$ cat src/rtl/uart_tx_arbiter.sv
// Round-robin, packet-locked arbiter sharing one UART TX byte stream among N_REQ requesters.
// A stalled owner is released after TIMEOUT cycles in LOCK without a transfer.
module uart_tx_arbiter #(
    parameter int N_REQ   = 4,
    parameter int TIMEOUT = 1024
) (
    input  logic                 clk,
    input  logic                 rst_i,
    input  logic                 enable_i,
    input  logic [N_REQ-1:0]     req_valid_i,
    input  logic [8*N_REQ-1:0]   req_data_i,
    input  logic [N_REQ-1:0]     req_last_i,
    output logic [N_REQ-1:0]     req_ready_o,
    output logic [7:0]           tx_data_o,
    output logic                 tx_valid_o,
    input  logic                 tx_ready_i,
    output logic [N_REQ-1:0]     grant_o,
    output logic                 busy_o,
    output logic                 timeout_o
);

    localparam int PW = (N_REQ > 1) ? $clog2(N_REQ) : 1;
    localparam int CW = (TIMEOUT > 0) ? $clog2(TIMEOUT + 1) : 1;
    localparam bit TMO_EN = (TIMEOUT != 0);
    localparam logic [CW-1:0] CNT_MAX  = {CW{1'b1}};
    localparam logic [CW-1:0] CNT_LAST = TMO_EN ? CW'(TIMEOUT - 1) : {CW{1'b0}};

    typedef enum logic [0:0] {
        ST_IDLE = 1'b0,
        ST_LOCK = 1'b1
    } state_t;

    state_t           state_r;
    logic [PW-1:0]    owner_r;
    logic [PW-1:0]    rr_ptr_r;
    logic [N_REQ-1:0] grant_r;
    logic [CW-1:0]    idle_cnt_r;
    logic             timeout_r;

    logic [PW-1:0]    win_s;
    logic             win_found_s;
    logic [PW-1:0]    idx_s;
    logic             tx_valid_s;
    logic             xfer_s;
    logic             last_s;
    logic             tmo_hit_s;

    // Round-robin winner: first valid requester after rr_ptr, wrapping
    always_comb begin
        win_s       = rr_ptr_r;
        win_found_s = 1'b0;
        idx_s       = {PW{1'b0}};
        for (int i = 1; i <= N_REQ; i++) begin
            idx_s = PW'((32'(rr_ptr_r) + 32'(i)) % 32'(N_REQ));
            if (!win_found_s && req_valid_i[idx_s]) begin
                win_s       = idx_s;
                win_found_s = 1'b1;
            end else begin
                win_s       = win_s;
                win_found_s = win_found_s;
            end
        end
    end

    // Owner passthrough; nothing is handed over during a reset cycle
    always_comb begin
        tx_valid_s  = 1'b0;
        tx_data_o   = 8'h00;
        req_ready_o = {N_REQ{1'b0}};
        if ((state_r == ST_LOCK) && !rst_i) begin
            tx_valid_s  = req_valid_i[owner_r];
            tx_data_o   = req_data_i[{owner_r, 3'b000} +: 8];
            req_ready_o = grant_r & {N_REQ{tx_ready_i}};
        end else begin
            tx_valid_s  = 1'b0;
            tx_data_o   = 8'h00;
            req_ready_o = {N_REQ{1'b0}};
        end
    end

    assign tx_valid_o = tx_valid_s;
    assign xfer_s     = tx_valid_s & tx_ready_i;
    assign last_s     = req_last_i[owner_r];
    // A transfer in the expiring cycle takes precedence over the timeout
    assign tmo_hit_s  = TMO_EN && (state_r == ST_LOCK) && (idle_cnt_r == CNT_LAST) && !xfer_s;

    // Arbitration FSM, grant lock, idle counter and timeout pulse
    always_ff @(posedge clk) begin
        if (rst_i) begin
            state_r    <= ST_IDLE;
            owner_r    <= {PW{1'b0}};
            rr_ptr_r   <= PW'(N_REQ - 1);
            grant_r    <= {N_REQ{1'b0}};
            idle_cnt_r <= {CW{1'b0}};
            timeout_r  <= 1'b0;
        end else begin
            timeout_r <= 1'b0;
            case (state_r)
                ST_IDLE: begin
                    if (enable_i && win_found_s) begin
                        state_r    <= ST_LOCK;
                        owner_r    <= win_s;
                        grant_r    <= {{(N_REQ-1){1'b0}}, 1'b1} << win_s;
                        idle_cnt_r <= {CW{1'b0}};
                    end
                end
                ST_LOCK: begin
                    if (xfer_s && last_s) begin
                        state_r  <= ST_IDLE;
                        grant_r  <= {N_REQ{1'b0}};
                        rr_ptr_r <= owner_r;
                    end else if (tmo_hit_s) begin
                        state_r   <= ST_IDLE;
                        grant_r   <= {N_REQ{1'b0}};
                        rr_ptr_r  <= owner_r;
                        timeout_r <= 1'b1;
                    end else if (xfer_s) begin
                        idle_cnt_r <= {CW{1'b0}};
                    end else if (idle_cnt_r != CNT_MAX) begin
                        idle_cnt_r <= idle_cnt_r + CW'(1'b1);
                    end
                end
                default: begin
                    state_r <= ST_IDLE;
                    grant_r <= {N_REQ{1'b0}};
                end
            endcase
        end
    end

    assign grant_o   = grant_r;
    assign busy_o    = (state_r == ST_LOCK);
    assign timeout_o = timeout_r;

endmodule
$ cat config.mk
export PLATFORM = sky130hd
export DESIGN_NAME = uart_tx_arbiter
export DESIGN_NICKNAME = d
export VERILOG_FILES = /design/src/rtl/uart_tx_arbiter.sv
export SDC_FILE = /design/constraint.sdc
export NUM_CORES = 1
export LEC_CHECK = 0
export ABC_CLOCK_PERIOD_IN_PS = 1900
export BUFFER_PORTS_ARGS = -buffer_cell sky130_fd_sc_hd__buf_2
export CAP_MARGIN = 0
export CORE_MARGIN = 4
export CORE_UTILIZATION = 42
export DETAILED_ROUTE_END_ITERATION = 16
export PLACE_DENSITY_LB_ADDON = 0.25
export SYNTH_ARGS = -nofsm -noshare
export SYNTH_HDL_FRONTEND = slang
export SYNTH_SLANG_ARGS = --single-unit
$ cat constraint.sdc
create_clock -name clk -period 1.9 [get_ports clk]
set_input_delay 0.19 -clock clk [delete_from_list [all_inputs] [get_ports clk]]
set_output_delay 0.19 -clock clk [all_outputs]
set_load 0.01 [all_outputs]
[After elaboration in Yosys (flattened, before gate mapping)]
Cells that the tools add are included.
Storage, ports and cells
  output and inout port bits: 19
  bits in registers: 21
  word-level logic and storage cells: 87
Cells by class
  reductions and logical operators: 19
  multiplexer cells: 40
  bitwise gates (word level): 3
  add/sub/neg operators: 5
  equal/unequal tests: 7
  shift operators: 2
  $lt $le $gt $ge: 5
Operators by type and width (count)
  $mux 11: 5
  $shiftx 32x6->8: 1
  $pmux 11 s2: 1
  $mux 4: 4
  $lt 2x3->1 const B: 5
  $mux 1: 15
  $bmux 1 s2: 6
  $mux 2: 6
  $add 11x1->11 const B: 1
  $eq 11x10->1 const B: 1
  $ne 11x11->1 const B: 1
  $logic_and 1x1->1: 8
  $mux 8: 1
  $pmux 4 s2: 1
  $ne 2x2->1 const B: 3
  $ne 3x1->1 const B: 2
  $reduce_and 2->1: 3
  $logic_not 1->1: 5
  $add 2x1->2 const B: 2
  $add 2x2->2 const B: 2
  $and 4x4->4: 1
  $reduce_and 4->1: 1
  $shl 1x2->4 const A: 1
  $reduce_or 3->1: 1
  other kinds (4): 4

[Depth between registers and ports, before layout]
Gate-level depths: netlist of run 1.
  depth after elaboration: 16
  gate-level depth with buffers: 7
  depth with buffers taken out: 6

[Worst setup path before layout of run 1]
Ideal clock, no wire load.
  path kind: register -> register
  from: register owner_r[1]
  to: register idle_cnt_r[7]
  setup slack: -0.142 ns
  path buffers: 0
  data arrival time: 1.954 ns
  stages on the path, launching flop included: 6
  cells stage by stage: dfxtp_1 mux4_2 a2111oi_4 nor3_4 mux2i_1 nor4_2
Between the ends
  cells in the longest elaborated chain, start to end: 8
  elaborated cells on any way between the ends: 17
  classes of those cells: eq/ne (3); mux (9); bitwise (1); reduce/logical (4)
Ends and longest elaborated chain
  start, declared: line 34  | logic [PW-1:0] owner_r;
  start signal, assigned: line 91  | owner_r <= {PW{1'b0}};
  start signal, assigned: line 102  | owner_r <= win_s;
  $bmux 1 s2: line 71  | tx_valid_s = req_valid_i[owner_r];
  $mux 1 (implied by the code): line 71
  $mux 1: line 70  | if ((state_r == ST_LOCK) && !rst_i) begin
  $and 1x1->1: line 82  | assign xfer_s = tx_valid_s & tx_ready_i;
  $mux 11 / $logic_not 1->1 (equally long branches): line 117, 85
  $mux 11 / $logic_and 1x1->1 (equally long branches): line 112, 85
  $mux 11 / $ne 2x2->1 (equally long branches)
  $pmux 11 s2 / $reduce_and 4->1 (equally long branches)
  end signal, assigned: line 104  | idle_cnt_r <= {CW{1'b0}};
  end signal, assigned: line 118  | idle_cnt_r <= {CW{1'b0}};
  end signal, assigned: line 120  | idle_cnt_r <= idle_cnt_r + CW'(1'b1);
  end, declared: line 37  | logic [CW-1:0] idle_cnt_r;
Several ways; a longest one is shown, not always the timed one. The select of a mux whose other input is x is not followed.
A chain may end at the register's enable or synchronous reset.

[Worst setup path after layout of run 1]
Ends and elaborated chain as after synthesis.

==> results of run 1 <==
cell families (layout without fill, tap and decap cells):
family / count (synthesis) / after routing / synth area share
AOI/OAI and AO/OA: 29 / 29 / 0.148
xor gates and xnor gates: 6 / 6 / 0.0376
adders and majority gates: 1 / 1 / 0.00894
buffers and inverters: 8 / 90 / 0.0268
DFF: 21 / 21 / 0.301
muxes: 12 / 12 / 0.175
and+or+nand+nor: 69 / 69 / 0.302
timing repair:
item                       CTS  global route
buffers inserted             0             3
pin swaps                    3             8
setup endpoints to repair   25            28
cloned                       1             1
gates resized for setup      7            21
cells in the mapped netlist, types with 3 or more instances:
library cell / number
dfxtp_1: 21
nor2_1: 19
and2_1: 14
mux4_2: 10
a21oi_1: 8
o21ai_0: 8
xnor2_1: 6
nor2b_1: 5
clkbuf_1: 4
nand2b_1: 4
nand3_1: 4
a211o_1: 3
nand2_1: 3
nor3b_1: 3
nor4_2: 3
nor4b_1: 3
layer usage:
| metal | wire, um | track usage | part of all wire | up-vias |
|---|---|---|---|---|
| met3 | 201 | 0.0239 | 0.050 | 3 |
| met2 | 2170 | 0.357 | 0.54 | 43 |
| li1 | - | - | - | 708 |
| met4 | 34 | 0.0544 | 0.0084 | 0 |
| met1 | 1640 | 0.228 | 0.41 | 677 |
| met5 | 0 | 0 | 0 | - |
stage by stage:
stage	instance area [sq um]	setup TNS [ns]	total power, mW	utilization
2_1_floorplan	1410	-0.805	0.619	-
3_5_place_dp	1870	-1.22	0.735	0.597
5_1_grt	2040	-2.89	1.05	0.653
6_report	2040	-0.688	1.00	0.653
4_1_cts	1930	-0.853	0.974	0.616
3_3_place_gp	1870	-0.487	0.725	0.597
critical path: cells and delay by family (launching register included):
kind | cells | cell delay [ns]
flip-flops | 1 | 0.37
buffers and inverters | 2 | 0.34
multiplexers | 2 | 0.65
AND/OR/NAND/NOR | 2 | 0.25
AO/OA/AOI/OAI | 1 | 0.34
state kept, by name (all words and copies together), names as in the netlist:
name        count
owner_r         2
busy_o          1
idle_cnt_r     11
timeout_o       1
rr_ptr_r        2
grant_o         4
how the worst max path moves through the flow:
| stage | to | depth (start not counted) |
|---|---|---|
| 2_1_floorplan | idle_cnt_r[7] | 5 |
| 3_3_place_gp | idle_cnt_r[7] | 6 |
| 3_5_place_dp | grant_o[1] | 6 |
| 4_1_cts | idle_cnt_r[7] | 7 |
| 5_1_grt | idle_cnt_r[6] | 7 |
| 6_report | idle_cnt_r[7] | 7 |
power groups by stage:
stage | clock (mW) | sequential (mW) | combinational [mW]
6_report | 0.238 | 0.463 | 0.301
3_3_place_gp | 0 | 0.471 | 0.253
5_1_grt | 0.261 | 0.466 | 0.328
4_1_cts | 0.238 | 0.462 | 0.274
2_1_floorplan | 0 | 0.473 | 0.147
3_5_place_dp | 0 | 0.472 | 0.263
area by class of cell:
cell class,instances,area share
clock buffer,3,0.0110
inverter,2,0.00367
multi-input combinational,117,0.492
tap,44,0.0269
timing repair buffer,84,0.255
sequential,21,0.209
clock inverter,1,0.00245
==> results.txt, run 1 <==
The sequential power share was 0.462; the number of enable flip-flop cells after synthesis was 0. The flow ran to the end, but the final reports show violations. The number of warnings issued by yosys was 0; the wire length per cell after detailed routing was 14.9 um. The critical path's most frequent cell is buf_6. The internal portion of the total power is 701 uW. The count of unresolved DRC violations after routing came out at 0. The tools report the via count of the first global-routing pass as 1502.

The tools report the startpoint type of the worst setup path as a register. The number of slew-limit violations in the final report was 0. Smallest hold slack: 0.148 ns. The power density over the cells is 490 nW/um^2, and the part of the power in the clock network is 0.237. The fraction of synthesis flops using an asynchronous set or reset pin is 0.

The proportion of total power due to net switching is 0.300. Buffers inserted during clock tree synthesis total 3. In the routed layout, each cell is associated on average with a via count of 5.26. The finished layout holds 272 standard cells, fillers aside. The endpoint identified for the worst register-to-register timing path is idle_cnt_r[7].

The worst setup path is captured at a register. Counting flops and latches in the post-synthesis netlist gives 21. In this run, post-CTS hold repair placed 0 buffers. Summed over all nets, the half-perimeter wirelength after detailed placement is 3.17 mm.

The clock-pin slew reported for the worst setup and hold paths after clock tree synthesis was 0.13 ns; the highest clock rate was 494 MHz. For the weighted congestion reported at the end of routability-driven placement, the log shows 0.795. The count of buffers from port buffering was 62. The number of antenna diodes in the final layout is 0. The logs give 0 for the count of maximum capacitance violations and 0.192 for the total track usage. The detailed router finished its first iteration with 53 violations. The number of endpoints failing setup at the final stage is 21, and the count of standard-cell rows is 20. Global routing finished with a remaining overflow of 0. The least setup slack across all paths after layout is -0.124 ns. Sink of the worst hold path: grant_o[3]. The detailed router placed 1431 vias in this run. In this run the register-to-register setup slack is -0.12 ns. The final critical-path share of the clock period works out to 1.07. Ranked by total cell area, the synthesized netlist is headed by dfxtp_1, mux4_2, and2_1, nor2_1, xnor2_1. 63 I/O pins were placed. Traced cell by cell, the critical path runs through mux4_2, buf_6, a2111oi_4, buf_6, nor3_4, mux2i_1, nor4_2. The root buffer cell chosen for the clock tree is clkbuf_4. Compared with the post-synthesis result, the final layout area differs by 46.1%.

The tools report the startpoint of the worst register-to-register path as owner_r[1]. In the layout the commonest cells are buf_2, nor2_1, dfxtp_1. TritonCTS built the clock tree.

The first global-routing pass estimated 6.52 mm of wire. The run gives 21 as the number of sinks handled by clock tree synthesis. The final reports fail on negative setup slack.

The synthesized area divided by synthesized cell count came out at 9.58 sq um. Clock skew on the completed layout was measured at 0.00769 ns. Summing all flip-flop and latch instances after layout gives 428 sq um. The post-synthesis cell count was 146. The worst setup path is of the register to register kind.

The net switching power of the design is 301 uW, and the number of cells in the design after placement is 263. Entering global routing, the biggest net connects 13 pins. The count of fill cells added during filler insertion was 255.

The slowest stage of the critical path is the mux4_2 cell. The run gives 39 as the number of distinct standard cells referenced by the synthesized netlist. The analysis attributes to cell leakage a power of 0.837 nW. The worst hold path passes through 2 cells. At the pin with the least slew margin, the transition time is 0.585 ns. The tools report the start point of the worst min-delay path as rst_i.

Post-synthesis sequential area ratio: 0.301. The routed design could run at a clock period as short as 2.02 ns. VDD sags by at most 0.000282 V. The core region is 3130 sq um. Counting along the longest clock path gives a buffer depth of 2. The arrival time at the worst endpoint came out at 2.27 ns. The first detailed-routing pass ran for 4 iterations. Summing all multi-input logic gate instances after layout gives 1000 sq um.

Startpoint of the most critical setup path: owner_r[1]. Setup repair after global routing could not meet its margin everywhere. Final hold violation count: 0.

The routed design has 4.05 mm of wire. The path depth of the worst reg2reg path is 7, and the starting density of the core is 0.447. In this run the remaining antenna-violating nets after routing total 0.

Post-synthesis instance area: 1400 sq um. The leading register cell type out of synthesis is dfxtp_1. The share of cells above drive strength 1 was 0.526. The die is 65.7 um tall.

The max-slew headroom at the worst pin is 0.605. The die covers 4320 sq um. The number of nets in the synthesized netlist is 191. The width of the die was 65.7 um; the post-placement worst setup slack was -0.184 ns. Leaving out fill and tap cells, the most frequent cell in the layout is buf_2. Cell taking the most area after synthesis: dfxtp_1.

The final layout contains 274 nets. The tools report the clock insertion delay at the later pin of the skew report as 0.33 ns. The data required time at the worst endpoint was 2.15 ns; the area share of the largest cell type after synthesis was 0.301. The number of H-tree levels was 1; the initial antenna violation count was 0.

Relative contribution of combinational cells to total power: 0.300. The path type of the worst min-delay path was primary input to register. The largest stage delay on the critical path was 0.52 ns.

The peak fanout along the critical path came out at 5.
Note: power is estimated with default switching activity, not from simulation.
==> run 2: changes to the inputs <==
GPL_TIMING_DRIVEN = 0   (was default)
SETUP_SLACK_MARGIN = 0.3   (was default)
==> run 2 against run 1 <==
  * Register-to-register slack got worse by 0.03 ns
  * The run still ends with negative setup slack left
  * Non-clock buffer count fell by 3
  * Worst hold slack improved by 0.20 ns
  * Sequential power barely moved
  * Sequential share of layout area rose by 0.34 points
  * Largest cell class unchanged
  * Wire length fell by 2.4%
  * Clock-buffer cell count rose by 1
  * Via count rose by 2.6%
  * Largest power group unchanged
  * Clock skew fell by 0.0041 ns
  * Utilization fell by 1.8 points
  * Maximum frequency fell by 1.3%
  * Worst setup slack got worse by 0.026 ns
==> results.txt, run 2 (same netlist as run 1, synthesis figures left out) <==
The run finished, with violations left. The final reports fail on negative setup slack. The register with the most flip-flops in the final layout is idle_cnt_r. The element type at the critical path end was a register. The number of antenna diodes in the final layout is 0. The power density over the cells came out at 495 nW/um^2. Peak fanout along the critical path: 4. Setup repair after global routing could not meet its margin everywhere.

The proportion of total power due to net switching was 0.288. The max-slew headroom at the worst pin is 0.589. The flip-flop count of the largest register after layout is 11, and the maximum count of clock buffers along a single path is 2.

The slew at the pin closest to its max-slew limit is 0.608 ns, and the initial antenna violation count is 0. IR analysis of the VDD net gives a maximum drop of 0.000349 V. Post-layout minimum cycle time: 2.05 ns. In this run the horizontal extent of the chip is 65.7 um.

The overall die height was 65.7 um; the total chip power was 983 uW. The via density per instance was 5.46; the number of H-tree levels was 1. The highest clock rate is 488 MHz, and the post-detailed-route count of antenna-violating nets is 0. Share of cells above drive strength 1: 0.493. The clock root buffer is clkbuf_4. The number of sinks handled by clock tree synthesis was 21; the final global-route overflow total was 0. The logs give 700 uW for the internal power of the cells and 3.95 mm for the aggregate routed wire length. For the worst-skew pair, the clock arrives at the later sink with an insertion delay of 0.31 ns. In the final design database the tool counted 271 nets.

The number of slew-limit violations in the final report was 0. The worst clock skew was 0.00356 ns; the count of unresolved DRC violations after routing was 0. 63 I/O pins were placed. The logs give 0.447 for the starting density of the core and 283 uW for the net switching power of the design. The via count of the first global-routing pass was 1465; the routed via count was 1468. Entering global routing, the biggest net connects 12 pins.

The run gives 0.223 as the part of the power in the clock network. The wire length per cell after detailed routing came out at 14.7 um. In this run, post-CTS hold repair placed 0 buffers. The worst setup path is of the register to register kind.

Buffers placed on the I/O ports in this run total 61. The count of standard-cell rows was 20; the standard cell core area was 3130 sq um. Number of buffers added by the clock tree synthesis step: 3.

The run gives 0.193 as the total track usage. Compared with the post-synthesis result, the final layout area differs by 42.0%. The clock-pin slew reported for the worst setup and hold paths after clock tree synthesis was 0.12 ns.

TritonCTS built the clock tree. Max-cap violations in this run came to 0. Setup violations remaining at the end of the flow were counted as 26. The static leakage was 0.807 nW. The detailed router finished its first iteration with 64 violations. The logs give 0.796 for the weighted congestion reported at the end of routability-driven placement and 0 for the final hold violation count. The floorplan step defined a die boundary enclosing 4320 sq um. After routing the design area is 1990 sq um. The min-delay analysis places its worst path in the category primary input to register. The startpoint type of the worst setup path is a register.

The run gives 269 as the final non-filler cell total. Detailed placement ended at an HPWL of 2.99 mm. After detailed placement, the design holds a cell count of 251. The first detailed-routing pass ran for 6 iterations.

The sequential power share is 0.471, and the relative contribution of combinational cells to total power is 0.306. The final critical-path share of the clock period came out at 1.08. The library cells used most frequently in the layout, excluding fill and tap cells, are buf_2, dfxtp_1, nor2_1. For the worst setup path, the data required time is 2.09 ns. The library cell used most frequently in the layout, excluding fill and tap cells, is buf_2. The placement-stage cell area came out at 1780 sq um. The wire length of the first global-routing pass was 6.53 mm; the arrival time at the worst endpoint was 2.24 ns. The tools report the least setup slack across all paths after layout as -0.151 ns.
run 2: cell count changes in the layout (fill, tap and decap cells not counted), sizes merged:
cell | before | now
buf | 83 | 78
clkbuf | 4 | 7
clkinv | 1 | 0
run 2: area by class of cell:
cell class | instances | area (sq um)
fillers | 270 | 1140
multi-input cells | 117 | 1000
repair buffers | 75 | 429
flip-flops and latches | 21 | 423
well taps | 44 | 55.1
plain buffers | 6 | 43.8
clock buffers | 4 | 26.3
inverters | 2 | 7.51
run 2: power by group through the flow:
stage	logic [mW]	registers (mW)	clock network [mW]
2_1_floorplan	0.150	0.473	0
3_3_place_gp	0.231	0.472	0
3_5_place_dp	0.240	0.472	0
4_1_cts	0.290	0.463	0.227
5_1_grt	0.327	0.464	0.240
6_report	0.301	0.463	0.219
run 2: path summary, 6_finish.rpt:
path / from / endpoint / slack [ns] / cells past startpoint
worst max register to register: owner_r[1] / idle_cnt_r[7] / -0.15 / 7
worst max-delay path: owner_r[1] / idle_cnt_r[7] / -0.15 / 7
worst min register to register: grant_o[0] / grant_o[0] / 0.50 / 2
worst min-delay path: rst_i / idle_cnt_r[7] / 0.35 / 2
run 2: through the flow:
stage | util | hold WS, ns | setup WS [ns] | setup TNS [ns]
finish | 0.635 | 0.350 | -0.151 | -2.23
floorplan | - | 0.434 | -0.128 | -0.762
detailed placement | 0.570 | 0.475 | -0.335 | -3.13
CTS | 0.628 | 0.331 | -0.138 | -2.18
global placement | 0.570 | 0.447 | -0.263 | -2.33
global route | 0.635 | 0.386 | -0.258 | -5.08
run 2: worst max-delay path: stages (launching register included):
cell and delay (ns):
dfxtp_2 0.37, mux4_2 0.57, buf_6 0.15, a2111oi_4 0.31
buf_4 0.22, nor3_4 0.06, mux2i_1 0.21, nor4_2 0.05
run 2: metal layers:
layer,vias up,track usage,part of all wire,routed length [um]
met5,-,0,0,0
met4,0,0.0570,0.020,81
met3,13,0.0462,0.043,170
met2,37,0.372,0.55,2180
met1,720,0.204,0.38,1520
li1,698,-,-,-
run 2: what timing repair did:
action / in CTS / in global routing
setup endpoints to repair: 28 / 28
gates cloned: 1 / 0
resized for setup: 20 / 4
buffers inserted: 11 / 2
pin swaps: 14 / 0
